<file path="src/rtl/fp_addsub_core.sv">
// ---------------------------------------------------------------------------
// fp_addsub_core
//   Multi-cycle IEEE-754 single-precision adder/subtractor. Operands arrive
//   already decomposed (sign/exponent/fraction plus alignment metadata and
//   special-value flags). The small mantissa is aligned one bit per cycle,
//   added or subtracted in one cycle, then normalized one bit per cycle.
//   Rounding is truncation; subnormals are flushed to zero.
//
// Ports
//   clk_i, rst_ni          clock (rising edge), asynchronous active-low reset
//   valid_i / ready_o      operand handshake (ready_o high only when idle)
//   sub_i                  1 = x - y, 0 = x + y
//   x_*_i, y_*_i           operand sign, biased exponent, fraction
//   x_greater_i            x_exp > y_exp (strict)
//   exp_shift_i            |x_exp - y_exp|
//   infinity_i, nan_i      either operand is infinity / NaN
//   valid_o / ready_i      result handshake
//   result_o               packed single-precision result
//   overflow_o             finite inputs produced infinity
//   underflow_o            nonzero result flushed to zero
// ---------------------------------------------------------------------------
module fp_addsub_core #(
  parameter int          MAX_SHIFT = 25,
  parameter logic [31:0] QNAN      = 32'h7FC00000
) (
  input  logic        clk_i,
  input  logic        rst_ni,
  input  logic        valid_i,
  output logic        ready_o,
  input  logic        sub_i,
  input  logic        x_sign_i,
  input  logic        y_sign_i,
  input  logic [7:0]  x_exp_i,
  input  logic [7:0]  y_exp_i,
  input  logic [22:0] x_frac_i,
  input  logic [22:0] y_frac_i,
  input  logic        x_greater_i,
  input  logic [7:0]  exp_shift_i,
  input  logic        infinity_i,
  input  logic        nan_i,
  output logic        valid_o,
  input  logic        ready_i,
  output logic [31:0] result_o,
  output logic        overflow_o,
  output logic        underflow_o
);

  localparam int CW = $clog2(MAX_SHIFT + 1);

  typedef enum logic [2:0] {
    S_IDLE, S_ALIGN, S_ADD, S_NORM, S_DONE
  } state_t;

  state_t      r_state, w_state_next;
  logic [23:0] r_mant_big, r_mant_small;
  logic        r_sign_big, r_sign_small;
  logic [7:0]  r_exp;
  logic [CW-1:0] r_cnt;
  logic [24:0] r_sum;
  logic        r_res_sign;
  logic [31:0] r_result;
  logic        r_ovf, r_unf;

  // Operand decode at the accept edge
  logic        w_y_sign, w_x_zero, w_y_zero, w_x_inf, w_y_inf, w_x_big;
  logic        w_special;
  logic [31:0] w_special_result;
  logic [23:0] w_x_mant, w_y_mant;
  logic [CW-1:0] w_cnt_load;

  assign w_y_sign = y_sign_i ^ sub_i;
  assign w_x_zero = (x_exp_i == 8'd0);
  assign w_y_zero = (y_exp_i == 8'd0);
  assign w_x_inf  = (x_exp_i == 8'hFF);
  assign w_y_inf  = (y_exp_i == 8'hFF);
  // x is the big operand on equal exponents
  assign w_x_big  = x_greater_i | (exp_shift_i == 8'd0);
  // Zero-exponent operands (including subnormals) contribute a zero mantissa
  assign w_x_mant = w_x_zero ? 24'd0 : {1'b1, x_frac_i};
  assign w_y_mant = w_y_zero ? 24'd0 : {1'b1, y_frac_i};
  assign w_cnt_load = (exp_shift_i > 8'(MAX_SHIFT)) ? CW'(MAX_SHIFT)
                                                    : exp_shift_i[CW-1:0];
  assign w_special = nan_i | infinity_i | (w_x_zero & w_y_zero);

  always_comb begin
    w_special_result = {x_sign_i & w_y_sign, 31'd0};
    if (nan_i)
      w_special_result = QNAN;
    else if (w_x_inf && w_y_inf && (x_sign_i != w_y_sign))
      w_special_result = QNAN;
    else if (w_x_inf)
      w_special_result = {x_sign_i, 8'hFF, 23'd0};
    else if (w_y_inf)
      w_special_result = {w_y_sign, 8'hFF, 23'd0};
  end

  // Add/subtract of the aligned magnitudes
  logic        w_same_sign, w_big_ge;
  logic [24:0] w_sum;
  logic        w_sum_sign;

  assign w_same_sign = (r_sign_big == r_sign_small);
  assign w_big_ge    = (r_mant_big >= r_mant_small);

  always_comb begin
    w_sum      = {1'b0, r_mant_big} + {1'b0, r_mant_small};
    w_sum_sign = r_sign_big;
    if (!w_same_sign) begin
      if (w_big_ge) begin
        w_sum = {1'b0, r_mant_big} - {1'b0, r_mant_small};
      end else begin
        w_sum      = {1'b0, r_mant_small} - {1'b0, r_mant_big};
        w_sum_sign = r_sign_small;
      end
    end
  end

  // FSM next state and handshake outputs
  always_comb begin
    w_state_next = r_state;
    ready_o      = 1'b0;
    valid_o      = 1'b0;
    case (r_state)
      S_IDLE: begin
        ready_o = 1'b1;
        if (valid_i)
          w_state_next = w_special ? S_DONE : S_ALIGN;
      end
      // Leaving on the cycle the last shift happens keeps ALIGN at max(n,1) cycles
      S_ALIGN: if (r_cnt <= CW'(1)) w_state_next = S_ADD;
      S_ADD:   w_state_next = (w_sum == 25'd0) ? S_DONE : S_NORM;
      S_NORM: begin
        if (r_sum[24])
          w_state_next = (r_exp == 8'd254) ? S_DONE : S_NORM;
        else if (!r_sum[23])
          w_state_next = (r_exp == 8'd1) ? S_DONE : S_NORM;
        else
          w_state_next = S_DONE;
      end
      S_DONE: begin
        valid_o = 1'b1;
        if (ready_i)
          w_state_next = S_IDLE;
      end
      default: w_state_next = S_IDLE;
    endcase
  end

  always_ff @(posedge clk_i or negedge rst_ni) begin
    if (!rst_ni)
      r_state <= S_IDLE;
    else
      r_state <= w_state_next;
  end

  // Datapath
  always_ff @(posedge clk_i or negedge rst_ni) begin
    if (!rst_ni) begin
      r_mant_big   <= '0;
      r_mant_small <= '0;
      r_sign_big   <= 1'b0;
      r_sign_small <= 1'b0;
      r_exp        <= '0;
      r_cnt        <= '0;
      r_sum        <= '0;
      r_res_sign   <= 1'b0;
      r_result     <= '0;
      r_ovf        <= 1'b0;
      r_unf        <= 1'b0;
    end else begin
      case (r_state)
        S_IDLE: begin
          if (valid_i) begin
            r_ovf <= 1'b0;
            r_unf <= 1'b0;
            r_cnt <= w_cnt_load;
            if (w_x_big) begin
              r_mant_big   <= w_x_mant;
              r_mant_small <= w_y_mant;
              r_sign_big   <= x_sign_i;
              r_sign_small <= w_y_sign;
              r_exp        <= x_exp_i;
            end else begin
              r_mant_big   <= w_y_mant;
              r_mant_small <= w_x_mant;
              r_sign_big   <= w_y_sign;
              r_sign_small <= x_sign_i;
              r_exp        <= y_exp_i;
            end
            if (w_special)
              r_result <= w_special_result;
          end
        end
        S_ALIGN: begin
          if (r_cnt != '0) begin
            r_mant_small <= r_mant_small >> 1;
            r_cnt        <= r_cnt - CW'(1);
          end
        end
        S_ADD: begin
          r_sum      <= w_sum;
          r_res_sign <= w_sum_sign;
          if (w_sum == 25'd0)
            r_result <= 32'd0;
        end
        S_NORM: begin
          if (r_sum[24]) begin
            // A right shift out of exponent 254 lands on 255: infinity
            if (r_exp == 8'd254) begin
              r_result <= {r_res_sign, 8'hFF, 23'd0};
              r_ovf    <= 1'b1;
            end else begin
              r_sum <= r_sum >> 1;
              r_exp <= r_exp + 8'd1;
            end
          end else if (!r_sum[23]) begin
            // A left shift from exponent 1 would produce a subnormal: flush
            if (r_exp == 8'd1) begin
              r_result <= {r_res_sign, 31'd0};
              r_unf    <= 1'b1;
            end else begin
              r_sum <= r_sum << 1;
              r_exp <= r_exp - 8'd1;
            end
          end else begin
            r_result <= {r_res_sign, r_exp, r_sum[22:0]};
          end
        end
        default: ;
      endcase
    end
  end

  assign result_o    = r_result;
  assign overflow_o  = r_ovf;
  assign underflow_o = r_unf;

endmodule
</file>
<file path="config.mk">
export PLATFORM = sky130hd
export DESIGN_NAME = fp_addsub_core
export DESIGN_NICKNAME = d
export VERILOG_FILES = /design/src/rtl/fp_addsub_core.sv
export SDC_FILE = /design/constraint.sdc
export NUM_CORES = 1
export LEC_CHECK = 0
export BUFFER_PORTS_ARGS = -buffer_cell sky130_fd_sc_hd__buf_2
export CAP_MARGIN = 30
export CORE_MARGIN = 2
export CORE_UTILIZATION = 27
export CTS_CLUSTER_DIAMETER = 200
export CTS_CLUSTER_SIZE = 25
export DETAILED_ROUTE_END_ITERATION = 10
export GPL_ROUTABILITY_DRIVEN = 0
export SYNTH_ARGS = -nofsm -noshare
export SYNTH_HDL_FRONTEND = slang
export SYNTH_SLANG_ARGS = --single-unit
</file>
<file path="constraint.sdc">
create_clock -name clk_i -period 4.7 [get_ports clk_i]
set_clock_uncertainty 0.15 [all_clocks]
set_input_delay 0.235 -clock clk_i [delete_from_list [all_inputs] [get_ports clk_i]]
set_output_delay 0.235 -clock clk_i [all_outputs]
set_load 0.03 [all_outputs]
</file>
==> results.json <==
{
  "status": "finished, final reports clean",
  "synthAdderAreaFrac": 0.0880,
  "r2r_setup_slack_ps": 150,
  "synth_edf_count": 0,
  "globalRouteOverflowTotal": 0,
  "slowest_delay_ps": 610,
  "grt_pass1_vias": 12300,
  "dieArea_um2": 46300,
  "cp_common_cell": "nor2b_1",
  "critPathLaunchType": "flop",
  "path_class": "reg -> reg",
  "totalWireLength_um": 42700,
  "syn_inst": 1612,
  "hold_class": "in -> reg",
  "synth-compound-area-share": 0.341,
  "final_max_slew_viol_count": 0,
  "slew_headroom": 0.372,
  "syn-cell-area_um2": 12100,
  "synthArstFlopShare": 1.00,
  "fmax_mhz": 220,
  "antenna_found_initial": 0,
  "grt.total_usage": 0.184,
  "dr.pass1.iters": 8,
  "grt_max_degree": 108,
  "cp_top_family": "compound AO/OA/AOI/OAI gates",
  "tns_ps": 0,
  "ys.warnings.count": 0,
  "finalHoldViolCount": 0,
  "synthSimpleGateAreaFrac": 0.215,
  "antenna_cells": 0,
  "hpwl_um": 32500,
  "regArea_um2": 3150,
  "tightest_slew_ps": 940,
  "root_buffer": "clkbuf_16",
  "synthDistinctLibCells": 82,
  "ir_drop_uv": 402,
  "layout-drive-gt1-share": 0.149,
  "ys_seq_elements": 126,
  "fin_nets": 1880,
  "rows": 77,
  "syn-num-nets": 1775,
  "clock_latency_ps": 470,
  "clkSlewWorstSetupHoldPaths_ps": 70,
  "whs_ps": 19.2,
  "path_max_fanout": 10,
  "area_growth_pct": 18.9,
  "synthMuxAreaShare": 0.0153,
  "synth-seq-area-share": 0.262,
  "setup_violations": 0,
  "p_leak_nw": 6.36,
  "io_buffers": 115,
  "ant_nets": 0,
  "end_kind": "flop",
  "vias_per_cell": 5.58,
  "fillCellCount": 4751,
  "htreeDepth": 4,
  "avgSynthCellArea_um2": 7.48,
  "crit_path_cell_trace": "ha_1 > nor2b_1 > a211o_1 > o2111ai_1 > and4_1 > o41ai_1 > nor2b_1 > o32ai_1 > o2111a_1 > nand4b_1 > o21a_2 > a221o_1",
  "vias": 13000,
  "maxCapViolCount": 0,
  "multi_input_area_um2": 8140,
  "numCtsBuffers": 17,
  "finalCriticalPeriod_ps": 4550,
  "die_x_um": 215,
  "critPathRequiredTime_ps": 4890,
  "cts_tree": "built",
  "synth_top_family_by_area": "compound AO/OA/AOI/OAI gates",
  "cts.sink_count": 126,
  "synthXorXnorAreaFrac": 0.00799,
  "ys.flop_type": "dfrtp_1",
  "path_buf_inv": 0,
  "initial_utilization": 0.273,
  "avgRoutedWirePerCell_um": 18.4,
  "die_h_um": 215,
  "power_density_nw_per_um2": 883,
  "core_um2": 44100,
  "crit_slowest_cell": "o32ai_1",
  "drcViolationCount": 0,
  "grt_first_pass_wirelength_um": 68700,
  "drt-initial-drc-count": 1514,
  "fin_crit_sh": 0.969,
  "boundaryPins": 116,
  "cts_max_path_buffers": 2,
  "cp.arrival_ps": 4740
}
-- through the flow --
stage	std cells	power [mW]	util	worst slack, ps	instance area [µm²]
2_1_floorplan	1612	8.04	-	715	12100
3_3_place_gp	2257	10.8	0.304	158	13400
3_5_place_dp	2258	10.9	0.304	13.0	13400
4_1_cts	2315	12.3	0.323	31.1	14200
5_1_grt	2322	13.5	0.325	-18.2	14300
6_report	2322	12.7	0.325	145	14300
-- cells in the mapped netlist (all sizes together), types with 20 or more instances --
cell type | count | area [µm²]
nor2b | 20 | 125
ha | 80 | 1000
nor2 | 108 | 408
a311oi | 26 | 228
o211ai | 61 | 458
dfrtp | 126 | 3150
nor3 | 34 | 175
clkbuf | 104 | 390
a21o | 23 | 173
nand3 | 41 | 205
o31ai | 20 | 164
nand2 | 203 | 762
inv | 96 | 360
nor4 | 24 | 150
a221oi | 29 | 254
and3 | 34 | 213
a21oi | 156 | 785
o21ai | 132 | 661
nand4 | 20 | 131
a211oi | 24 | 180
-- cells by family (layout without fill, tap and decap cells) --
| logic type | Yosys count | count (layout) |
|---|---|---|
| adder cells (fa/ha/maj) | 83 | 83 |
| XOR/XNOR | 11 | 11 |
| AND/OR/NAND/NOR | 542 | 542 |
| buffers and inverters | 219 | 337 |
| AO/OA/AOI/OAI | 613 | 613 |
| multiplexers | 18 | 18 |
| flip-flops | 126 | 126 |
-- sequential cells by signal, indices dropped and copies added (netlist names) --
register and flops:
r_sum 25, r_mant_small 24, r_mant_big 24, underflow_o 1
result_o 32, r_cnt 5, overflow_o 1, r_sign_big 1
r_exp 8, r_res_sign 1, r_state 3, r_sign_small 1
-- worst min-delay path: stages --
cell and delay [ps]:
buf_2 100, a311oi_1 110, a21oi_1 130
-- final timing paths --
path | start | endpoint | cells after the start
min | y_frac_i[14] | r_mant_big[14] | 3
max in group asynchronous | rst_ni | r_mant_small[20] | 3
min reg2reg | overflow_o | overflow_o | 1
max | r_mant_small[4] | result_o[22] | 12
min in group asynchronous | rst_ni | r_sum[6] | 2
max reg2reg | r_mant_small[4] | result_o[22] | 12
-- report_power, final --
group,leakage (nW),switching (mW),total [mW],internal (mW)
registers,1.55,0.605,2.18,1.58
logic,4.53,5.89,9.15,3.27
clock network,0.279,0.617,1.32,0.700
total,6.36,7.11,12.7,5.54
-- area by class of cell --
cell class / instances / area share
multi-input combinational: 1267 / 0.568
sequential: 126 / 0.220
timing repair buffer: 208 / 0.0954
tap: 592 / 0.0517
clock buffer: 17 / 0.0297
inverter: 97 / 0.0254
clock inverter: 15 / 0.00969
-- metal layers --
metal | vias to the layer above | routed length, µm | GRT usage
li1 | 6198 | - | -
met1 | 6084 | 20000 | 0.257
met4 | 0 | 1730 | 0.0805
met3 | 131 | 2390 | 0.0260
met5 | - | 0 | 0
met2 | 553 | 18600 | 0.281
-- layout by cell type (no fill, tap or decap), types with 7 or more instances in the layout --
cell type | Yosys | final
dfrtp_1 | 126 | 126
a21oi_1 | 155 | 154
nor3_1 | 33 | 30
o21ai_0 | 132 | 130
nand3_1 | 41 | 41
mux2i_1 | 15 | 15
o211ai_1 | 61 | 61
nor2b_1 | 20 | 20
dlygate4sd3_1 | 0 | 25
buf_2 | 10 | 114
clkbuf_16 | 0 | 17
o21bai_1 | 11 | 11
nand2b_1 | 11 | 11
nand2_1 | 203 | 200
a311oi_1 | 26 | 26
o22ai_1 | 8 | 8
nor2_1 | 107 | 107
a211oi_1 | 24 | 24
ha_1 | 80 | 79
a221o_1 | 11 | 11
inv_1 | 96 | 96
xnor2_1 | 9 | 8
a211o_1 | 8 | 8
buf_4 | 0 | 66
and2_1 | 9 | 8
nor4_1 | 24 | 23
o31ai_1 | 19 | 19
a21o_1 | 23 | 23
and3_1 | 34 | 34
nand4_1 | 19 | 19
o211a_1 | 7 | 7
a221oi_1 | 29 | 29
o21a_1 | 16 | 15
a31oi_1 | 16 | 16
or3_1 | 9 | 9
-- repair_timing --
item	in CTS	in global routing
setup buffers	0	7
pin swaps	1	2
resized for setup	0	14
cloned	0	0
setup endpoints to repair	1	35
hold buffers	25	0
hold endpoints to repair	71	0
(Power assumes the default switching activity.)
